<file path="config.mk">
export PLATFORM = sky130hd
export DESIGN_NAME = mips_mem_arbiter_flat
export DESIGN_NICKNAME = d
export VERILOG_FILES = /design/src/rtl/mips_mem_arbiter_if.sv /design/src/rtl/mips_mem_arbiter.sv /design/src/flat_wrapper.sv
export SDC_FILE = /design/constraint.sdc
export NUM_CORES = 1
export LEC_CHECK = 0
export CORE_UTILIZATION = 42
export CTS_CLUSTER_SIZE = 20
export DETAILED_ROUTE_END_ITERATION = 6
export HOLD_SLACK_MARGIN = 0.03
export PLACE_DENSITY = 0.79
export SYNTH_ARGS = -nofsm -noshare
export SYNTH_HDL_FRONTEND = slang
export SYNTH_SLANG_ARGS = --single-unit
export TNS_END_PERCENT = 1
</file>
<file path="constraint.sdc">
create_clock -name clk -period 4.89 [get_ports clk]
set_clock_uncertainty 0.2 [all_clocks]
set_input_delay 0.489 -clock clk [delete_from_list [all_inputs] [get_ports clk]]
set_output_delay 0.489 -clock clk [all_outputs]
set_load 0.01 [all_outputs]
</file>
<file path="src/rtl/mips_mem_arbiter_if.sv">
// Purpose: handshake and byte-memory bus bundle between the fetch/data requesters,
//          the mips_mem_arbiter and the shared byte-wide memory array.
// Ports:   slave modport = arbiter side (takes requests and mem_rdata, drives grants,
//          completions, read words and the byte bus); master modport = requester/memory side.
interface mips_mem_arbiter_if #(parameter int AW = 7);
    // fetch port
    logic          if_req;
    logic [31:0]   if_addr;
    logic          if_gnt;
    logic          if_done;
    logic [31:0]   if_rdata;
    // load/store port
    logic          dm_req;
    logic          dm_we;
    logic [31:0]   dm_addr;
    logic [31:0]   dm_wdata;
    logic          dm_gnt;
    logic          dm_done;
    logic [31:0]   dm_rdata;
    // byte-wide memory
    logic [AW-1:0] mem_addr;
    logic          mem_we;
    logic [7:0]    mem_wdata;
    logic [7:0]    mem_rdata;

    modport slave (
        input  if_req, if_addr, dm_req, dm_we, dm_addr, dm_wdata, mem_rdata,
        output if_gnt, if_done, if_rdata, dm_gnt, dm_done, dm_rdata,
               mem_addr, mem_we, mem_wdata
    );

    modport master (
        output if_req, if_addr, dm_req, dm_we, dm_addr, dm_wdata, mem_rdata,
        input  if_gnt, if_done, if_rdata, dm_gnt, dm_done, dm_rdata,
               mem_addr, mem_we, mem_wdata
    );
endinterface

</file>
<file path="src/rtl/mips_mem_arbiter.sv">
// Purpose: shares one byte-wide memory between MIPS fetch and load/store ports; each grant
//          is a 32-bit word moved as four little-endian byte beats.
// Latency: gnt (combinational, IDLE cycle) to done is a fixed 6 cycles; one word per 7 cycles.
// Backpressure: requesters hold req until done; the losing req simply waits in IDLE.
// Ports:   clk, rst (async, active-high), bus (mips_mem_arbiter_if.slave), busy (not IDLE).
// Config:  define MEM_ARB_RR_EN for round-robin arbitration; default is fixed data-over-fetch.
module mips_mem_arbiter #(
    parameter int AW = 7
) (
    input  logic                clk,
    input  logic                rst,
    mips_mem_arbiter_if.slave   bus,
    output logic                busy
);

    typedef enum logic [1:0] {IDLE, XFER, FIN, DONE} state_t;

    state_t      state;
    logic [1:0]  beat;
    logic        owner_fetch;
    logic        we_q;
    logic [31:0] addr_q;
    logic [31:0] wdata_q;
    logic [23:0] rbuf;        // bytes 0..2 of a load; byte 3 joins straight from mem_rdata

    logic        fetch_wins;
    logic        data_wins;
    logic        any_grant;
    logic [31:0] sel_addr;
    logic        sel_store;
    logic [31:0] sel_wdata;

`ifdef MEM_ARB_RR_EN
    // Pointer holds the last granted port; reset value "fetch" lets data win first.
    logic last_data;

    always_comb fetch_wins = bus.if_req && (!bus.dm_req || last_data);

    always_ff @(posedge clk or posedge rst) begin
        if (rst)
            last_data <= 1'b0;
        else if (state == IDLE && any_grant)
            last_data <= data_wins;
    end
`else
    always_comb fetch_wins = bus.if_req && !bus.dm_req;
`endif

    assign data_wins = bus.dm_req && !fetch_wins;
    assign any_grant = fetch_wins || data_wins;

    assign sel_addr  = fetch_wins ? bus.if_addr : bus.dm_addr;
    assign sel_store = data_wins && bus.dm_we;       // fetch is always a read
    assign sel_wdata = sel_store ? bus.dm_wdata : 32'd0;

    // Grants are combinational but masked during reset so every output reads 0 there.
    assign bus.if_gnt = !rst && (state == IDLE) && fetch_wins;
    assign bus.dm_gnt = !rst && (state == IDLE) && data_wins;
    assign busy       = (state != IDLE);

    function automatic logic [7:0] byte_sel(input logic [31:0] w, input logic [1:0] k);
        case (k)
            2'd0:    byte_sel = w[7:0];
            2'd1:    byte_sel = w[15:8];
            2'd2:    byte_sel = w[23:16];
            default: byte_sel = w[31:24];
        endcase
    endfunction

    // Memory outputs are registered one step ahead: the value for beat k is loaded on the
    // edge that enters beat k, so the memory sees it for exactly that beat's cycle.
    always_ff @(posedge clk or posedge rst) begin
        if (rst) begin
            state         <= IDLE;
            beat          <= 2'd0;
            owner_fetch   <= 1'b0;
            we_q          <= 1'b0;
            addr_q        <= 32'd0;
            wdata_q       <= 32'd0;
            rbuf          <= 24'd0;
            bus.mem_addr  <= '0;
            bus.mem_we    <= 1'b0;
            bus.mem_wdata <= 8'd0;
            bus.if_done   <= 1'b0;
            bus.dm_done   <= 1'b0;
            bus.if_rdata  <= 32'd0;
            bus.dm_rdata  <= 32'd0;
        end else begin
            bus.if_done <= 1'b0;
            bus.dm_done <= 1'b0;
            case (state)
                IDLE: begin
                    if (any_grant) begin
                        owner_fetch   <= fetch_wins;
                        we_q          <= sel_store;
                        addr_q        <= sel_addr;
                        wdata_q       <= sel_wdata;
                        beat          <= 2'd0;
                        state         <= XFER;
                        bus.mem_addr  <= AW'(sel_addr);
                        bus.mem_we    <= sel_store;
                        bus.mem_wdata <= byte_sel(sel_wdata, 2'd0);
                    end
                end
                XFER: begin
                    // mem_rdata now carries the byte addressed during the previous beat.
                    case (beat)
                        2'd1:    rbuf[7:0]   <= bus.mem_rdata;
                        2'd2:    rbuf[15:8]  <= bus.mem_rdata;
                        2'd3:    rbuf[23:16] <= bus.mem_rdata;
                        default: ;
                    endcase
                    if (beat == 2'd3) begin
                        state         <= FIN;
                        bus.mem_addr  <= '0;
                        bus.mem_we    <= 1'b0;
                        bus.mem_wdata <= 8'd0;
                    end else begin
                        beat          <= beat + 2'd1;
                        // Full-width add then truncate: addresses wrap modulo 2^AW.
                        bus.mem_addr  <= AW'(addr_q + {30'd0, beat + 2'd1});
                        bus.mem_wdata <= byte_sel(wdata_q, beat + 2'd1);
                    end
                end
                FIN: begin
                    // Done and the assembled word land together, visible in the DONE cycle.
                    state <= DONE;
                    if (owner_fetch) begin
                        bus.if_done  <= 1'b1;
                        bus.if_rdata <= {bus.mem_rdata, rbuf};
                    end else begin
                        bus.dm_done <= 1'b1;
                        if (!we_q)
                            bus.dm_rdata <= {bus.mem_rdata, rbuf};
                    end
                end
                DONE: begin
                    state <= IDLE;
                end
                default: begin
                    state <= IDLE;
                end
            endcase
        end
    end

endmodule
</file>
<file path="src/flat_wrapper.sv">
// flat-port wrapper written by rule: the top's interface ports become plain ports
module mips_mem_arbiter_flat 
#(
    parameter int AW = 7
)
  (clk, rst, busy, bus_if_req, bus_if_addr, bus_dm_req, bus_dm_we, bus_dm_addr, bus_dm_wdata, bus_mem_rdata, bus_if_gnt, bus_if_done, bus_if_rdata, bus_dm_gnt, bus_dm_done, bus_dm_rdata, bus_mem_addr, bus_mem_we, bus_mem_wdata);
  mips_mem_arbiter_if #(.AW(AW)) bus_i ();
  input  logic clk;
  input  logic rst;
  output logic busy;
  input wire logic [$bits(bus_i.if_req)-1:0] bus_if_req;
  input wire logic [$bits(bus_i.if_addr)-1:0] bus_if_addr;
  input wire logic [$bits(bus_i.dm_req)-1:0] bus_dm_req;
  input wire logic [$bits(bus_i.dm_we)-1:0] bus_dm_we;
  input wire logic [$bits(bus_i.dm_addr)-1:0] bus_dm_addr;
  input wire logic [$bits(bus_i.dm_wdata)-1:0] bus_dm_wdata;
  input wire logic [$bits(bus_i.mem_rdata)-1:0] bus_mem_rdata;
  output wire logic [$bits(bus_i.if_gnt)-1:0] bus_if_gnt;
  output wire logic [$bits(bus_i.if_done)-1:0] bus_if_done;
  output wire logic [$bits(bus_i.if_rdata)-1:0] bus_if_rdata;
  output wire logic [$bits(bus_i.dm_gnt)-1:0] bus_dm_gnt;
  output wire logic [$bits(bus_i.dm_done)-1:0] bus_dm_done;
  output wire logic [$bits(bus_i.dm_rdata)-1:0] bus_dm_rdata;
  output wire logic [$bits(bus_i.mem_addr)-1:0] bus_mem_addr;
  output wire logic [$bits(bus_i.mem_we)-1:0] bus_mem_we;
  output wire logic [$bits(bus_i.mem_wdata)-1:0] bus_mem_wdata;
  assign bus_i.if_req = bus_if_req;
  assign bus_i.if_addr = bus_if_addr;
  assign bus_i.dm_req = bus_dm_req;
  assign bus_i.dm_we = bus_dm_we;
  assign bus_i.dm_addr = bus_dm_addr;
  assign bus_i.dm_wdata = bus_dm_wdata;
  assign bus_i.mem_rdata = bus_mem_rdata;
  assign bus_if_gnt = bus_i.if_gnt;
  assign bus_if_done = bus_i.if_done;
  assign bus_if_rdata = bus_i.if_rdata;
  assign bus_dm_gnt = bus_i.dm_gnt;
  assign bus_dm_done = bus_i.dm_done;
  assign bus_dm_rdata = bus_i.dm_rdata;
  assign bus_mem_addr = bus_i.mem_addr;
  assign bus_mem_we = bus_i.mem_we;
  assign bus_mem_wdata = bus_i.mem_wdata;
  mips_mem_arbiter #(.AW(AW)) u_core (.clk(clk), .rst(rst), .bus(bus_i), .busy(busy));
endmodule
</file>
==> qor.yml <==
outcome: "complete, but fails checks"
violations: "DRC"
cts_setup_buffers: 0
synthCells: 483
grt_max_degree: 56
grt_pass1_vias: 4710
synth_common_cells: "dfrtp_1, mux2_2, nand2_1"
synth_top_area_share_pct: 59.5
design.core.area_sq_um: 14600
antenna_found_initial: 0
dpl_cell_area_sq_um: 7910
async_reset_ff_share_pct: 100
dieArea_sq_um: 15600
root_buffer: "clkbuf_16"
diodes: 0
ys.flop_type: "dfrtp_1"
vias: 4503
yosys.area_share.adder_pct: 2.68
ys_seq_area_share_pct: 59.5
grt_pass1_wl_um: 25500
synth_edf_count: 0
fp.dieH_um: 125
report.final.hold_viol_count: 0
reg2regPathDepth: 6
syn-cell-area_sq_um: 6350
synth_top_family_by_area: "multiplexers"
htreeDepth: 4
ys_warn_count: 0
cp-end-kind: "primary output"
synth_compound_gate_area_share_pct: 13.4
post-place-cells: 786
clk_path_buf_depth: 2
finalCritPeriodShare_pct: 64.6
setup_tns_ns: 0
clock-sinks: 151
syn2layout_area_growth_pct: 33.5
hold_buffers: 0
relSlewSlack_pct: 26.5
maxCapViolations: 0
gp_congestion: 0.862
yosys.area_share.simple_pct: 4.12
drc: 10
crit_required_ns: 4.20
r2r_end: "u_core.bus.mem_addr[2]"
rsz0062_at_grt: "false"
achievable-frequency_mhz: 317
clk_latency_ns: 0.43
synth.distinct_cells: 39
finalSetupViolCount: 0
start_util_pct: 43.3
path_clk_slew_ns: 0.06
nFillCells: 1190
drv_slew: 0
viasPerCell: 5.50
preCtsSetupSlack_ns: 1.79
numPortBuffers: 143
r2r_slack_ns: 1.82
crit_type: "register to primary output"
crit_path_start_kind: "register"
cts_made_buffers: 17
hpwl_um: 10800
grt_usage_pct: 21.2
period_needed_ns: 3.16
syn_nets: 605
drtPass1Iterations: 7
layout.cells.non_filler: 818
hp-class: "primary input to async pin"
p_per_area_nw_per_um2: 716
synthXorXnorAreaFrac_pct: 0.276
drt-initial-drc-count: 236
ios: 194
syn_avg_cell_area_sq_um: 13.1
overflow: 0
ys_ff_latch: 151
leakage_nw: 3.58
die_w_um: 125
layout-drive-gt1-share_pct: 20.3
muxShareOfSynthArea_pct: 16.4
wl_per_cell_um: 19.2
critPathMaxFanout: 20
row_count: 44
ant_nets: 0
stdcell_area_sq_um: 8470
timing.rr.start: "u_core.state[0]"
synth_area_leader_cell: "dfrtp_1"
finalPower_mw: 6.07
tritoncts: "done"
fin_nets: 743
ir_worst_vdd_mv: 0.273
synth_area_leaders: "dfrtp_1, mux2_2, a22o_1"
ctsResizeCount: 0
yosysMostFrequentCell: "dfrtp_1"
tightest_slew_ns: 1.10
drt-total-wl_um: 15700
setup_ws_ns: 1.73
worst_ep_arrival_time_ns: 2.47
-- registers in the layout, indices dropped and copies added, names as in the netlist --
| register | cells |
|---|---|
| u_core.rbuf | 24 |
| u_core.wdata_q | 32 |
| u_core.bus.if_done | 1 |
| u_core.owner_fetch | 1 |
| u_core.bus.if_rdata | 32 |
| u_core.beat | 2 |
| u_core.bus.mem_wdata | 8 |
| u_core.we_q | 1 |
| u_core.bus.mem_addr | 7 |
| u_core.bus.mem_we | 1 |
| u_core.bus.dm_rdata | 32 |
| u_core.bus.dm_done | 1 |
| u_core.state | 2 |
| u_core.addr_q | 7 |
-- power breakdown --
part           switching [mW]  total (mW)  internal [mW]
logic                    1.11        2.53           1.41
registers               0.393        2.28           1.89
clock network           0.549        1.26          0.711
-- layout make-up --
type / instances / area [sq um] / area share [%]
multi-input combinational: 285 / 2350 / 27.8
timing repair buffer: 149 / 1480 / 17.4
clock inverter: 15 / 141 / 1.67
clock buffer: 17 / 425 / 5.02
sequential: 151 / 3780 / 44.6
inverter: 17 / 68.8 / 0.812
tap: 184 / 230 / 2.72
-- critical path, cell delays in order (launching register included) --
cell and delay [ns]:
dfrtp_1 0.38, inv_1 0.12, ha_1 0.64, inv_1 0.33, clkdlybuf4s50_1 0.57
-- metal layers --
layer	vias to the layer above	global-route usage [%]	wire length [um]
met4	0	10.5	490
li1	2037	-	-
met3	34	3.55	673
met5	-	0	0
met1	2276	28.4	6930
met2	156	33.8	7610
-- cells in the final DEF, fill, tap and decap left out, types with 2 or more instances in the layout --
master           instances
a21boi_0                 3
nor2_1                   4
dfrtp_1                151
a221oi_1                 8
nand2_1                 35
mux2i_1                  3
mux2_1                   5
nand2b_1                 3
nand3_1                  2
a21oi_1                 33
clkdlybuf4s50_1        143
o21ai_0                 19
and3_1                   3
nor2b_1                  2
or3_1                    3
o32a_1                  11
inv_6                    7
clkinv_2                 3
clkbuf_16               17
clkinv_4                 2
mux2_2                  85
buf_4                    6
clkinvlp_4               2
inv_1                   16
a22oi_1                 12
a22o_1                  24
ha_1                    12
xnor2_1                  2
o21a_1                   2
-- metrics by stage --
step	util, %	hold WS (ns)
final	57.9	0.279
after CTS	57.9	0.288
after floorplan	-	0.234
after global routing	57.9	0.317
after global placement	54.0	0.271
after detailed placement	54.0	0.275
-- logic make-up (layout without fill, tap and decap cells) --
logic type	after synthesis	count (layout)
xor+xnor	2	2
mux	93	93
flops	151	151
buf+inv	47	198
compound gates	121	121
fa+ha+maj	13	13
simple gates	56	56
-- worst max-delay path by stage --
stage / start / to / slack [ns] / cells after the start
floorplan: rst / bus_if_gnt / 0.03 / 2
global placement: bus_dm_req / bus_if_gnt / 1.82 / 5
detailed placement: bus_dm_req / bus_if_gnt / 1.79 / 5
CTS: u_core.state[0] / busy / 1.73 / 4
global route: u_core.state[0] / u_core.bus.mem_addr[2] / 1.55 / 6
finish: u_core.state[0] / busy / 1.73 / 4
(Power assumes the default switching activity.)
